[config.mk]
export PLATFORM = sky130hd
export DESIGN_NAME = qos_wrr_param_flat
export DESIGN_NICKNAME = d
export VERILOG_FILES = /design/src/rtl/qos_wrr_param_if.sv /design/src/rtl/qos_wrr_param.sv /design/src/flat_wrapper.sv
export SDC_FILE = /design/constraint.sdc
export NUM_CORES = 1
export LEC_CHECK = 0
export CAP_MARGIN = 15
export CORE_UTILIZATION = 40
export DETAILED_ROUTE_END_ITERATION = 6
export GPL_TIMING_DRIVEN = 0
export SETUP_SLACK_MARGIN = 0.1
export SYNTH_ARGS = -nofsm -noshare
export SYNTH_HDL_FRONTEND = slang
export SYNTH_SLANG_ARGS = --single-unit
export TNS_END_PERCENT = 30
[constraint.sdc]
create_clock -name clk -period 7.1 [get_ports clk]
set_input_delay 0.71 -clock clk [delete_from_list [all_inputs] [get_ports clk]]
set_output_delay 0.71 -clock clk [all_outputs]
set_load 0.01 [all_outputs]
[src/rtl/qos_wrr_param_if.sv]
// Ingress write port and egress valid/ready port of the parametrised QoS WRR block.
// The block drives the slave side; the traffic source/sink uses the master side.
interface qos_wrr_param_if #(
    parameter int NUM_VC = 4,
    parameter int DATA_W = 8
);
    logic                      in_valid;
    logic [$clog2(NUM_VC)-1:0] in_vc;
    logic [DATA_W-1:0]         in_data;
    logic                      out_ready;
    logic                      out_valid;
    logic [DATA_W-1:0]         out_data;
    logic [$clog2(NUM_VC)-1:0] out_vc;

    modport master (
        output in_valid, in_vc, in_data, out_ready,
        input  out_valid, out_data, out_vc
    );

    modport slave (
        input  in_valid, in_vc, in_data, out_ready,
        output out_valid, out_data, out_vc
    );
endinterface

[src/rtl/qos_wrr_param.sv]
// NUM_VC per-VC FIFOs drained by a weighted round-robin arbiter into one registered output.
// Define QOS_STRICT_PRIO_EN to give VC0 strict priority over the WRR members.
module qos_wrr_param #(
    parameter int NUM_VC   = 4,
    parameter int DATA_W   = 8,
    parameter int DEPTH    = 8,
    parameter int WEIGHT_W = 6
) (
    input  logic                       clk,
    input  logic                       rst,
    input  logic                       enb,
    qos_wrr_param_if.slave             bus,
    input  logic [NUM_VC*WEIGHT_W-1:0] weights,
    input  logic [$clog2(DEPTH):0]     umbral_max,
    input  logic [$clog2(DEPTH):0]     umbral_min,
    input  logic                       err_clr,
    output logic [NUM_VC-1:0]          pausa,
    output logic [NUM_VC-1:0]          error_full,
    output logic                       idle
);
    localparam int VW = $clog2(NUM_VC);
    localparam int PW = $clog2(DEPTH);
    localparam int CW = PW + 1;

    logic [DATA_W-1:0]   mem       [NUM_VC][DEPTH];
    logic [PW-1:0]       wr_ptr    [NUM_VC];
    logic [PW-1:0]       rd_ptr    [NUM_VC];
    logic [CW-1:0]       count     [NUM_VC];
    logic [CW-1:0]       count_nxt [NUM_VC];
    logic [WEIGHT_W-1:0] weight    [NUM_VC];
    logic [VW-1:0]       cur, cur_nxt, pop_vc, rr_vc, cand;
    logic [WEIGHT_W-1:0] credit, credit_nxt;
    logic [NUM_VC-1:0]   nonempty, push_vec, pop_vec, ovf_vec;
    logic                load, prio0, all_empty;

    always_comb begin
        all_empty = 1'b1;
        for (int v = 0; v < NUM_VC; v++) begin
            weight[v]   = weights[v*WEIGHT_W +: WEIGHT_W];
            nonempty[v] = (count[v] != '0);
            if (nonempty[v]) all_empty = 1'b0;
        end
    end

    assign idle = all_empty && !bus.out_valid;

    // Scan downward so the closest non-empty VC after cur is the one that sticks.
    always_comb begin
        rr_vc = cur;
        cand  = cur;
        for (int i = NUM_VC; i >= 1; i--) begin
            cand = VW'((int'(cur) + i) % NUM_VC);
            if (nonempty[cand]) rr_vc = cand;
        end
    end

    always_comb begin
        load  = enb && (!bus.out_valid || bus.out_ready) && !all_empty;
        prio0 = 1'b0;
`ifdef QOS_STRICT_PRIO_EN
        prio0 = nonempty[0];
`endif
        pop_vc     = cur;
        cur_nxt    = cur;
        credit_nxt = credit;
        if (prio0) begin
            pop_vc = '0;
        end else if (nonempty[cur] && credit != '0) begin
            credit_nxt = credit - WEIGHT_W'(1);
        end else begin
            pop_vc     = rr_vc;
            cur_nxt    = rr_vc;
            credit_nxt = (weight[rr_vc] == '0) ? '0 : weight[rr_vc] - WEIGHT_W'(1);
        end
    end

    // A pop on the same VC frees the slot, so a write to a full VC still lands.
    always_comb begin
        for (int v = 0; v < NUM_VC; v++) begin
            pop_vec[v]  = load && (pop_vc == VW'(v));
            push_vec[v] = 1'b0;
            ovf_vec[v]  = 1'b0;
            if (enb && bus.in_valid && bus.in_vc == VW'(v)) begin
                if (count[v] != CW'(DEPTH) || pop_vec[v]) push_vec[v] = 1'b1;
                else                                      ovf_vec[v]  = 1'b1;
            end
            count_nxt[v] = count[v] + CW'(push_vec[v]) - CW'(pop_vec[v]);
        end
    end

    always_ff @(posedge clk) begin
        for (int v = 0; v < NUM_VC; v++) begin
            if (push_vec[v]) mem[v][wr_ptr[v]] <= bus.in_data;
        end
    end

    always_ff @(posedge clk) begin
        if (rst) begin
            for (int v = 0; v < NUM_VC; v++) begin
                count[v]  <= '0;
                wr_ptr[v] <= '0;
                rd_ptr[v] <= '0;
            end
            cur           <= VW'(NUM_VC - 1);
            credit        <= '0;
            bus.out_valid <= 1'b0;
            bus.out_data  <= '0;
            bus.out_vc    <= '0;
            pausa         <= '0;
            error_full    <= '0;
        end else if (enb) begin
            for (int v = 0; v < NUM_VC; v++) begin
                count[v] <= count_nxt[v];
                if (push_vec[v]) wr_ptr[v] <= wr_ptr[v] + PW'(1);
                if (pop_vec[v])  rd_ptr[v] <= rd_ptr[v] + PW'(1);
                if (count_nxt[v] >= umbral_max)      pausa[v] <= 1'b1;
                else if (count_nxt[v] <= umbral_min) pausa[v] <= 1'b0;
            end
            error_full <= (err_clr ? '0 : error_full) | ovf_vec;
            if (load) begin
                bus.out_valid <= 1'b1;
                bus.out_data  <= mem[pop_vc][rd_ptr[pop_vc]];
                bus.out_vc    <= pop_vc;
                cur           <= cur_nxt;
                credit        <= credit_nxt;
            end else if (bus.out_ready) begin
                bus.out_valid <= 1'b0;
            end
        end
    end
endmodule
[src/flat_wrapper.sv]
// flat-port wrapper written by rule: the top's interface ports become plain ports
module qos_wrr_param_flat 
#(
    parameter int NUM_VC   = 4,
    parameter int DATA_W   = 8,
    parameter int DEPTH    = 8,
    parameter int WEIGHT_W = 6
)
  (clk, rst, enb, weights, umbral_max, umbral_min, err_clr, pausa, error_full, idle, bus_in_valid, bus_in_vc, bus_in_data, bus_out_ready, bus_out_valid, bus_out_data, bus_out_vc);
  qos_wrr_param_if #(.NUM_VC(NUM_VC), .DATA_W(DATA_W)) bus_i ();
  input  logic clk;
  input  logic rst;
  input  logic enb;
  input  logic [NUM_VC*WEIGHT_W-1:0] weights;
  input  logic [$clog2(DEPTH):0] umbral_max;
  input  logic [$clog2(DEPTH):0] umbral_min;
  input  logic err_clr;
  output logic [NUM_VC-1:0] pausa;
  output logic [NUM_VC-1:0] error_full;
  output logic idle;
  input wire logic [$bits(bus_i.in_valid)-1:0] bus_in_valid;
  input wire logic [$bits(bus_i.in_vc)-1:0] bus_in_vc;
  input wire logic [$bits(bus_i.in_data)-1:0] bus_in_data;
  input wire logic [$bits(bus_i.out_ready)-1:0] bus_out_ready;
  output wire logic [$bits(bus_i.out_valid)-1:0] bus_out_valid;
  output wire logic [$bits(bus_i.out_data)-1:0] bus_out_data;
  output wire logic [$bits(bus_i.out_vc)-1:0] bus_out_vc;
  assign bus_i.in_valid = bus_in_valid;
  assign bus_i.in_vc = bus_in_vc;
  assign bus_i.in_data = bus_in_data;
  assign bus_i.out_ready = bus_out_ready;
  assign bus_out_valid = bus_i.out_valid;
  assign bus_out_data = bus_i.out_data;
  assign bus_out_vc = bus_i.out_vc;
  qos_wrr_param #(.NUM_VC(NUM_VC), .DATA_W(DATA_W), .DEPTH(DEPTH), .WEIGHT_W(WEIGHT_W)) u_core (.clk(clk), .rst(rst), .enb(enb), .bus(bus_i), .weights(weights), .umbral_max(umbral_max), .umbral_min(umbral_min), .err_clr(err_clr), .pausa(pausa), .error_full(error_full), .idle(idle));
endmodule
After elaboration in Yosys (flattened, before gate mapping)
Memory sizes are Yosys's and may differ from the RTL's.
Cells that the tools add are included.
{"block": "word_totals", "ff_bits": 27, "ram_bits": 296, "inputBits": 48, "out_inout_bits": 20, "elab_cells": 258, "n_memories": 4}
{"block": "classes", "addsub": 22, "order_cmp": 23, "eq_ne": 10, "muxes": 124, "n_bitwise": 19, "n_reduce_logical": 46}
{"memory": "u_core.mem", "words": 4, "word_bits": 64, "read_ports": 1, "rd_clocked_by_memory_dff": 0, "wr": 1, "line_no": "qos_wrr_param.sv:25", "text": "logic [DATA_W-1:0] mem [NUM_VC][DEPTH];"}
{"memory": "u_core.count", "words": 4, "word_bits": 4, "read_ports": 4, "rd_clocked_by_memory_dff": 0, "wr": 4, "line_no": "qos_wrr_param.sv:28", "text": "logic [CW-1:0] count [NUM_VC];"}
{"memory": "u_core.rd_ptr", "words": 4, "word_bits": 3, "read_ports": 5, "rd_clocked_by_memory_dff": 0, "wr": 4, "line_no": "qos_wrr_param.sv:27", "text": "logic [PW-1:0] rd_ptr [NUM_VC];"}
{"memory": "u_core.wr_ptr", "words": 4, "word_bits": 3, "read_ports": 4, "rd_clocked_by_memory_dff": 0, "wr": 4, "line_no": "qos_wrr_param.sv:26", "text": "logic [PW-1:0] wr_ptr [NUM_VC];"}
{"operator": "$mux 64", "count": 10}
{"operator": "$reduce_or 64->1", "count": 3}
{"operator": "$demux 8 s3", "count": 4}
{"operator": "$mux 1", "count": 72}
{"operator": "$mux 8", "count": 6}
{"operator": "$add 3x1->3 const B", "count": 8}
{"operator": "$bmux 8 s3", "count": 1}
{"operator": "$mux 3", "count": 8}
{"operator": "$mux 6", "count": 4}
{"operator": "$ge 4x4->1 const B", "count": 5}
{"operator": "$mux 4", "count": 5}
{"operator": "$not 3->4", "count": 5}
{"operator": "$logic_and 1x1->1", "count": 17}
{"operator": "$add 4x1->4", "count": 4}
{"operator": "$ge 4x4->1", "count": 4}
{"operator": "$le 4x4->1", "count": 4}
{"operator": "$lt 4x1->1 const B", "count": 4}
{"operator": "$mux 2", "count": 8}
{"operator": "$ne 4x4->1 const B", "count": 4}
{"operator": "$reduce_bool 4->1", "count": 4}
{"operator": "$sub 4x1->4", "count": 4}
{"operator": "$lt 2x3->1 const B", "count": 5}
{"operator": "$bmux 6 s2", "count": 1}
{"operator": "$or 1x1->1", "count": 12}
{"operator": "other kinds (16)", "count": 42}

Depth between registers and ports, before layout
An unclocked memory read counts as a cell.
{"block": "logic_depth", "ltp_word": 20, "depth_mapped": 23, "depth_no_buf": 21}

Worst setup path before layout
OpenSTA, ideal clock, no wires.
{"block": "synth_timing", "kind": "flip-flop to flip-flop", "from": "memory u_core.count[1][2] (netlist name)", "to": "register u_core.pausa[3]", "setup_ns": 0.132, "arrival_ns": 4.070, "t_required_ns": 6.968, "setup_slack_ns": 2.898, "stages_incl_launch_ff": 22, "path_buffers": 1, "period_less_slack_ns": 4.202, "path_cell_list": "edfxtp_1 -> inv_1 -> ha_1 -> nor3b_1 -> o221ai_1 -> a32o_1 -> o211a_1 -> buf_4 -> nand3_1 -> inv_1 -> ha_1 -> inv_1 -> ha_1 -> fa_1 -> ha_1 -> nor2b_1 -> o21ai_0 -> nand2b_1 -> a21oi_1 -> o21ai_0 -> nand2_1 -> a21oi_1"}
{"item": "start, declared", "line_no": "qos_wrr_param.sv:28"}
{"item": "end signal, assigned", "line_no": "qos_wrr_param.sv:109", "text": "pausa <= '0;"}
{"item": "end signal, assigned by index", "line_no": "qos_wrr_param.sv:116", "text": "if (count_nxt[v] >= umbral_max) pausa[v] <= 1'b1;"}
{"item": "end signal, assigned by index", "line_no": "qos_wrr_param.sv:117", "text": "else if (count_nxt[v] <= umbral_min) pausa[v] <= 1'b0;"}
{"item": "end, declared", "line_no": "qos_wrr_param.sv:17", "text": "output logic [NUM_VC-1:0] pausa,"}

==> run metrics <==
Static Leak=0.006486 uW; via count=9555; net count after synthesis=1271; P per Cell Area=441.6 nW/um^2; die outline height=197.0 um; length in cells of the worst reg-to-reg path=20; Buf+Inv Stages, Crit Path=2; total gr overflow=0; number of CTS-inserted buffers=36; maximum fanout along the worst path=10; Post-synth EDFFs=296; WL met1=16.34 mm; Floorplan Core Area=37580 sq um; post-synthesis cell type count=70; CTS tree=yes; Final Hold Violating Endpoints=0; remaining antenna violation count after routing=0; Mean Syn Cell Area=13.21 sq um; outcome=complete, no violations; layout net count=1386; CP endpoint kind=flop; number of violations reported at the end of detailed-routing iteration 0=612; antenna violations before repair=0; yosys warns=0; fin crit period=5.325 ns; die boundary width=197.0 um; placer's final routability congestion estimate=0.8714; Resize count post-CTS=0; number of antenna repair diodes=0; Routed WL=37.06 mm; Peak VDD IR=233.6 uV; actual transition at the worst max-transition pin=1.105 ns; Cells after Synth=1152; wire length of the first global-routing pass=56.40 mm; maximum clock frequency=187.8 MHz; GR Util All Layers=19.48%; DRC violation count after routing=0; unrepaired setup endpoints after global routing=false; total number of placement rows=71; leading cell types in the layout, fill and taps excluded=296 x sky130_fd_sc_hd__edfxtp_1, 143 x sky130_fd_sc_hd__nand2_1, 70 x sky130_fd_sc_hd__nand3_1, 67 x sky130_fd_sc_hd__ha_1, 67 x sky130_fd_sc_hd__clkdlybuf4s50_1; clock insertion delay at the later pin of the skew report=0.53 ns; required time reported for the critical path endpoint=7.47 ns; clock tree root buffer cell=sky130_fd_sc_hd__clkbuf_16; flop and latch count out of synthesis=323; share of flip-flops with an asynchronous set or reset=0%; Max clock buf depth=3; CP most frequent cell=sky130_fd_sc_hd__ha_1; MaxCap Viol Count=0; fraction of final layout cells sized beyond drive strength 1=11.90%; area of the mapped netlist=15220 sq um; clock tree sinks=323; number of global-route vias before repair=9734; Starting Density=40.50%; relative max-transition margin=26.09%; Worst Skew=0.02648 ns; data arrival time of the critical path=5.70 ns; number of setup violations in the final report=0; number of slew-limit violations in the final report=0; count of input and output buffers=67; average detailed-routed wire length per instance=20.53 um; Fin Setup TNS=0 ns; category of the worst setup path launch point=flop; series of cell instances along the critical path=inv_1 > ha_1 > nor3b_1 > o221ai_1 > a32o_1 > o211ai_2 > buf_2 > nand3_1 > nand4_1 > nor3b_2 > ha_1 > fa_1 > ha_1 > nor2b_1 > o21ai_0 > nand2b_1 > a21oi_1 > o21ai_0 > nand2_1 > a21oi_1; H-Tree Depth=2; prevailing post-synth register cell=sky130_fd_sc_hd__edfxtp_1; delay of the slowest critical-path stage=0.52 ns; worst hold path type=reg2reg; Final Cycle Share=75.00%; total setup buffers inserted after CTS=0; maximum number of pins on one net before global-route repair=33; amount of wire on met2 after detailed routing=17.62 mm; hold-fix buffer count after cts=0; Die ar.=38830 sq um; share of the core filled with cells=47.53%; met3 wire length=1.808 mm; I/O Pins=68; synthesis-to-layout area growth=17.37%; Worst Hold Path Cells=2; uppermost routed layer=met4; Critical-path top delay cell=sky130_fd_sc_hd__nor3b_2; Worst path depth=20; post-synthesis sequential area ratio=61.96%; first-pass detailed-route iteration total=5; category of the critical setup timing path=reg2reg; via-per-instance ratio=5.294; family of cells with the greatest summed delay on the critical path=simple AND/OR/NAND/NOR gates; post-DP HPWL=26.07 mm; Reg clk slew, reported paths=0.06 ns; most frequent standard cell in the layout excluding fill and tap cells=sky130_fd_sc_hd__edfxtp_1; Fin Hold WS=0.4545 ns
[area by class of cell]
cell class	count	area [sq um]
fill	3349	19720
inverter	52	195.2
timing repair buffer	77	865.8
clock inverter	25	196.4
multi-input combinational	731	5345
clock buffer	40	915.9
buffer	46	272.8
tap	511	639.4
sequential	323	9429
[cell usage after synthesis, types with 3 or more instances]
library cell / instances / area, sq um
sky130_fd_sc_hd__edfxtp_1: 296 / 8889
sky130_fd_sc_hd__nand2_1: 143 / 536.8
sky130_fd_sc_hd__nand3_1: 70 / 350.3
sky130_fd_sc_hd__ha_1: 67 / 838.3
sky130_fd_sc_hd__nor2_1: 65 / 244.0
sky130_fd_sc_hd__mux2i_1: 55 / 550.5
sky130_fd_sc_hd__inv_1: 45 / 168.9
sky130_fd_sc_hd__a21oi_1: 33 / 165.2
sky130_fd_sc_hd__nand2b_1: 30 / 187.7
sky130_fd_sc_hd__o21ai_0: 29 / 145.1
sky130_fd_sc_hd__dfxtp_1: 27 / 540.5
sky130_fd_sc_hd__nor3_1: 25 / 125.1
sky130_fd_sc_hd__mux4_2: 24 / 540.5
sky130_fd_sc_hd__clkbuf_1: 18 / 67.56
sky130_fd_sc_hd__and2_1: 14 / 87.58
sky130_fd_sc_hd__buf_2: 14 / 70.07
sky130_fd_sc_hd__mux2_2: 14 / 157.7
sky130_fd_sc_hd__and4_1: 12 / 105.1
sky130_fd_sc_hd__nor3b_1: 10 / 75.07
sky130_fd_sc_hd__xnor2_1: 10 / 87.58
sky130_fd_sc_hd__xor2_1: 10 / 87.58
sky130_fd_sc_hd__a211oi_1: 9 / 67.56
sky130_fd_sc_hd__a21o_1: 9 / 67.56
sky130_fd_sc_hd__buf_6: 9 / 101.4
sky130_fd_sc_hd__nor2b_1: 9 / 56.30
sky130_fd_sc_hd__nor4b_1: 9 / 78.83
sky130_fd_sc_hd__clkinv_1: 7 / 26.28
sky130_fd_sc_hd__o221ai_1: 7 / 61.31
sky130_fd_sc_hd__o22ai_1: 7 / 43.79
sky130_fd_sc_hd__a221oi_1: 6 / 52.55
sky130_fd_sc_hd__o211ai_1: 5 / 37.54
sky130_fd_sc_hd__a31oi_1: 4 / 25.02
sky130_fd_sc_hd__buf_4: 4 / 30.03
sky130_fd_sc_hd__fa_1: 4 / 80.08
sky130_fd_sc_hd__or2_2: 4 / 25.02
sky130_fd_sc_hd__a22oi_1: 3 / 22.52
sky130_fd_sc_hd__nand4_1: 3 / 18.77
[metal layers]
metal  global-route usage (%)  up-vias
li1                         -     4539
met1                    25.63     4699
met2                    32.26      253
met3                    3.124       64
met4                    7.695        0
met5                        0        -
[report_power, final]
group	total, uW	switching [uW]	internal (uW)
logic	3860	2310	1550
clock network	1780	767	1010
registers	2250	66.8	2180
total	7890	3150	4740
[metrics by stage]
step                      setup slack (ns)  total power (uW)  cell area (sq um)  std cells
after floorplan                      2.898              4953              15220       1152
after global placement               1.800              6100              16530       1730
after detailed placement             1.787              6134              16700       1738
after CTS                            1.735              7930              17820       1803
after global routing                 1.214              8348              17860       1805
final                                1.775              7887              17860       1805
[flip-flops by register name (all words and copies together) (netlist names)]
signal                cells
u_core.error_full         4
u_core.wr_ptr            12
u_core.pausa              4
u_core.cur                2
u_core.bus.out_valid      1
u_core.rd_ptr            12
u_core.credit             6
u_core.mem              256
u_core.count             16
u_core.bus.out_vc         2
u_core.bus.out_data       8
[tightest hold or removal path: cells and delay by family (launching register included)]
family,cells,cell delay (ns)
DFF,1,0.31
and+or+nand+nor,1,0.05
AOI/OAI and AO/OA,1,0.05
[path summary, 6_finish.rpt]
check / start / slack [ns] / to
worst max-delay path: u_core.count[1][2] / 1.78 / u_core.pausa[2]
worst min-delay path: u_core.pausa[2] / 0.45 / u_core.pausa[2]
worst max register to register: u_core.count[1][2] / 1.78 / u_core.pausa[2]
worst min register to register: u_core.pausa[2] / 0.45 / u_core.pausa[2]
[kinds of logic (layout without fill, tap and decap cells)]
family	count (synthesis)	after routing	synth area share, %
simple gates	410	410	13.35
flops	323	323	61.96
compound gates	136	136	6.043
buf+inv	98	240	3.075
mux	94	94	8.379
fa+ha+maj	71	71	6.035
xor+xnor	20	20	1.151
(Power assumes the default switching activity.)
